## src/rtl/screen_controller.sv

```systemverilog
// rtl/screen_controller.sv - screen sequencer: drawer go/done handshake, pixel mux, frame tick
// Optional SCREEN_TIMEOUT_EN: forced exit from OVER after TIMEOUT_FRAMES frame ticks.
module screen_controller #(
  parameter int CLK_DIV        = 833333,
  parameter int TIMEOUT_FRAMES = 600
) (
  input  logic       clk,
  input  logic       reset_n,
  input  logic       start_key,
  input  logic       player_dead,
  input  logic       title_done,
  input  logic       over_done,
  input  logic [8:0] title_x,
  input  logic [8:0] play_x,
  input  logic [8:0] over_x,
  input  logic [7:0] title_y,
  input  logic [7:0] play_y,
  input  logic [7:0] over_y,
  input  logic [2:0] title_color,
  input  logic [2:0] play_color,
  input  logic [2:0] over_color,
  input  logic       title_plot,
  input  logic       play_plot,
  input  logic       over_plot,
  output logic       title_go,
  output logic       play_go,
  output logic       over_go,
  output logic [8:0] x,
  output logic [7:0] y,
  output logic [2:0] color,
  output logic       plot,
  output logic       frame_tick,
  output logic [2:0] state_out
);

  localparam int CW = $clog2(CLK_DIV);

  typedef enum logic [2:0] {
    TITLE    = 3'd0,
    TO_PLAY  = 3'd1,
    PLAY     = 3'd2,
    TO_OVER  = 3'd3,
    OVER     = 3'd4,
    TO_TITLE = 3'd5
  } state_t;

  state_t        r_state;
  logic [CW-1:0] r_div;
  logic          w_timeout;

  always_ff @(posedge clk) begin
    if (!reset_n) begin
      r_div      <= '0;
      frame_tick <= 1'b0;
    end else if (r_div == CW'(CLK_DIV - 1)) begin
      r_div      <= '0;
      frame_tick <= 1'b1;
    end else begin
      r_div      <= r_div + 1'b1;
      frame_tick <= 1'b0;
    end
  end

`ifdef SCREEN_TIMEOUT_EN
  localparam int TW = $clog2(TIMEOUT_FRAMES + 1);
  logic [TW-1:0] r_to_cnt;

  // The tick that brings the count to TIMEOUT_FRAMES triggers the exit on the same edge.
  assign w_timeout = frame_tick && (r_to_cnt == TW'(TIMEOUT_FRAMES - 1));

  always_ff @(posedge clk) begin
    if (!reset_n || r_state != OVER)
      r_to_cnt <= '0;
    else if (frame_tick && r_to_cnt != TW'(TIMEOUT_FRAMES))
      r_to_cnt <= r_to_cnt + 1'b1;
  end
`else
  assign w_timeout = 1'b0;
`endif

  always_ff @(posedge clk) begin
    if (!reset_n) begin
      r_state <= TITLE;
    end else begin
      case (r_state)
        TITLE:    if (title_done && start_key) r_state <= TO_PLAY;
        TO_PLAY:  r_state <= PLAY;
        PLAY:     if (player_dead) r_state <= TO_OVER;
        TO_OVER:  r_state <= OVER;
        OVER:     if (over_done || w_timeout) r_state <= TO_TITLE;
        TO_TITLE: r_state <= TITLE;
        default:  r_state <= TITLE;
      endcase
    end
  end

  always_ff @(posedge clk) begin
    if (!reset_n) begin
      x     <= '0;
      y     <= '0;
      color <= '0;
      plot  <= 1'b0;
    end else begin
      case (r_state)
        TITLE: begin
          x     <= title_x;
          y     <= title_y;
          color <= title_color;
          plot  <= title_plot;
        end
        PLAY: begin
          x     <= play_x;
          y     <= play_y;
          color <= play_color;
          plot  <= play_plot;
        end
        OVER: begin
          x     <= over_x;
          y     <= over_y;
          color <= over_color;
          plot  <= over_plot;
        end
        default: plot <= 1'b0;
      endcase
    end
  end

  assign title_go  = (r_state == TITLE);
  assign play_go   = (r_state == PLAY);
  assign over_go   = (r_state == OVER);
  assign state_out = r_state;

endmodule
```

## config.mk

```make
export PLATFORM = sky130hd
export DESIGN_NAME = screen_controller
export DESIGN_NICKNAME = d
export VERILOG_FILES = /design/src/rtl/screen_controller.sv
export SDC_FILE = /design/constraint.sdc
export NUM_CORES = 1
export LEC_CHECK = 0
export BUFFER_PORTS_ARGS = -buffer_cell sky130_fd_sc_hd__buf_2
export CORE_AREA = 2 2 97 99
export DETAILED_ROUTE_END_ITERATION = 8
export DIE_AREA = 0 0 99 101
export SYNTH_ARGS = -nofsm -noshare
export SYNTH_HDL_FRONTEND = slang
export SYNTH_SLANG_ARGS = --single-unit
export TNS_END_PERCENT = 30
```

## constraint.sdc

```tcl
create_clock -name clk -period 2.1 [get_ports clk]
set_clock_uncertainty 0.2 [all_clocks]
set_input_delay 0.42 -clock clk [delete_from_list [all_inputs] [get_ports clk]]
set_output_delay 0.42 -clock clk [all_outputs]
set_load 0.03 [all_outputs]
```

==> results.py <==
metrics = {
    "min_path": {
        "hp-class": "primary input to register",
    },
    "global_route": {
        "grt_pass1_vias": 2022,
        "gr-total-overflow": 0,
        "grt_usage_pct": 10.9,
        "grt_pass1_wl_um": 8870,
        "antenna_found_initial": 0,
        "grt_max_degree": 23,
    },
    "job": {
        "drv_cap": 0,
    },
    "synth": {
        "ys_seq_area_share_pct": 41.4,
        "synth_flop_cell": "dfxtp_1",
        "synth.top_cells.by_count": "dfxtp_1 (45), a21oi_1 (29), nor2_1 (22), o21ai_0 (22)",
        "syn_inst": 249,
        "ys_types": 36,
        "syn_area_um2": 2170,
        "netlist.area_leader.share_pct": 41.4,
        "async_reset_ff_share_pct": 0,
        "synthTopCellsByArea": "dfxtp_1 (41%), mux2_2 (10%), a21oi_1 (6.7%)",
        "synth_edf_count": 0,
        "postSynthNetCount": 320,
        "synth_seq_cells": 45,
        "yosysTopAreaCell": "dfxtp_1",
        "synth_most_common_cell": "dfxtp_1",
        "avgSynthCellArea_um2": 8.73,
        "ys_warn_count": 0,
    },
    "detailed_routing": {
        "routed_via_density": 4.65,
        "vias": 2143,
        "first_iter_violations": 51,
        "top_layer_used": "met4",
        "drt-met1-wl_um": 2360,
        "drtPass1Iterations": 6,
        "met2_length_um": 2690,
        "routed_wl_um": 5590,
        "wire_per_inst_um": 12.1,
        "met3_length_um": 469,
        "drcViolationCount": 0,
        "final_antenna_net_count": 0,
    },
    "final_layout": {
        "finish.net_count": 421,
        "nFillCells": 931,
        "area_delta_synth_final_pct": 36.2,
        "multiInputGateArea_um2": 1200,
        "regArea_um2": 901,
        "final_area_um2": 2960,
        "drive_gt1_share_pct": 41.7,
        "finalNonFillerCells": 461,
        "n_antenna_cell": 0,
    },
    "floorplanning": {
        "rows": 35,
        "start_util_pct": 24.2,
        "die_h_um": 101,
        "die_area_um2": 10000,
        "core_area_um2": 8980,
        "die_w_um": 99,
        "ioPinCount": 97,
    },
    "outcome": {
        "status": "completed",
    },
    "critical_path": {
        "arrival_ps": 1970,
        "crit_buf_inv": 0,
        "reg2reg_slack_ps": 160,
        "required_ps": 2130,
        "crit_family": "simple AND/OR/NAND/NOR gates",
        "critPathKind": "register to register",
        "worst_path_max_delay_cell": "or4_4",
        "critPathMaxStageDelay_ps": 560,
        "worstSetupStartpointType": "register",
        "worstPathCellList": "nand4_4, or4_4, or3_1, a21oi_1",
        "endpoint_kind": "register",
        "cp_max_fo": 7,
    },
    "clocking": {
        "cts_tree": "built",
        "post_cts_buffers": 0,
        "clkTransAtPathRegs_ps": 80,
        "clock_path_buffers": 2,
        "htreeDepth": 2,
        "cts_buffers": 5,
        "cts_num_sinks": 45,
        "cts_root_buffer": "clkbuf_8",
        "insertion_delay_ps": 290,
    },
    "power_and_ir_drop": {
        "power_density_nw_per_um2": 667,
        "p_leak_uw": 0.00124,
        "ir_worst_vdd_mv": 0.305,
        "p_total_uw": 1980,
    },
    "sta": {
        "hold_ws_ps": 223,
        "fin_setup_tns_ps": 0,
        "hold_viol_final": 0,
        "finalSetupViolCount": 0,
        "drv_slew": 0,
        "fmax_mhz": 515,
        "period_minus_slack_ps": 1940,
        "rsz0062_at_grt": "false",
        "fin_crit_sh_pct": 92.5,
        "relSlewSlack_pct": 53.1,
        "worstMarginPinSlew_ps": 703,
    },
    "placement": {
        "portBuffers": 96,
        "dpl.hpwl_um": 4360,
        "dpl-instance-area_um2": 2850,
        "dp.cells": 454,
        "gp_congestion": 0.795,
    },
}
==> report_power, final <==
group / internal (uW) / switching (uW)
logic: 163 / 251
registers: 906 / 29.8
clock network: 346 / 280
==> path summary, 6_finish.rpt <==
path | startpoint | endpoint | cells past startpoint
hold / removal | player_dead | state_out[0] | 3
setup / recovery | r_div[2] | r_div[19] | 4
setup reg to reg | r_div[2] | r_div[19] | 4
hold reg to reg | r_div[0] | r_div[0] | 1
==> sequential cells by signal, summed over array words and instances (netlist names) <==
register and flops:
frame_tick 1, state_out 3, plot 1, color 3, x 9, r_div 20
y 8
==> metrics by stage <==
step	utilization [%]	worst slack (ps)
floorplan	-	-143
global placement	31.7	214
detailed placement	31.7	157
CTS	32.9	160
global route	33.0	82.4
finish	33.0	158
==> placed cells by master (no fill, tap or decap), types with 5 or more instances in the layout <==
cell type  Yosys  routed
nand3_1        6       6
xnor2_1       13      13
nor3_1         8       8
nor4_1         6       6
a21oi_1       29      28
clkbuf_8       0       5
o22ai_1       20      20
dfxtp_1       45      45
buf_4          1      14
mux2_2        20      20
inv_1          9       9
nor2_1        22      22
o21ai_0       22      22
buf_2          0      96
==> area by class of cell <==
| type | instances | area share [%] |
|---|---|---|
| Clock buffer | 5 | 2.32 |
| Clock inverter | 2 | 1.18 |
| Inverter | 9 | 1.14 |
| Multi-Input combinational cell | 179 | 40.5 |
| Sequential cell | 45 | 30.4 |
| Tap cell | 111 | 4.69 |
| Timing Repair Buffer | 110 | 19.8 |
==> kinds of logic (layout without fill, tap and decap cells) <==
| logic type | Yosys count | count (layout) | share of synthesized area (%) |
|---|---|---|---|
| AO/OA/AOI/OAI | 74 | 74 | 18.6 |
| AND/OR/NAND/NOR | 68 | 68 | 17.8 |
| flip-flops | 45 | 45 | 41.4 |
| buffers and inverters | 25 | 126 | 4.49 |
| multiplexers | 21 | 21 | 10.8 |
| XOR/XNOR | 14 | 14 | 5.64 |
| adder cells (fa/ha/maj) | 2 | 2 | 1.15 |
==> worst reg2reg max path, cell delays in order, from the launching register on <==
cell and delay, ps:
dfxtp_1 440, nand4_4 180, or4_4 560, or3_1 360, a21oi_1 140
==> routing by layer <==
layer  GRT usage, %  vias up
met1           11.9      961
met2           19.9       74
met4           3.48        0
met5              0        -
met3           3.54        6
li1               -     1102
==> what timing repair did <==
item,CTS,global route
gates resized for setup,0,2
setup endpoints to repair,0,3
hold buffers,0,0
No activity file was read; power rests on OpenSTA's default activity.
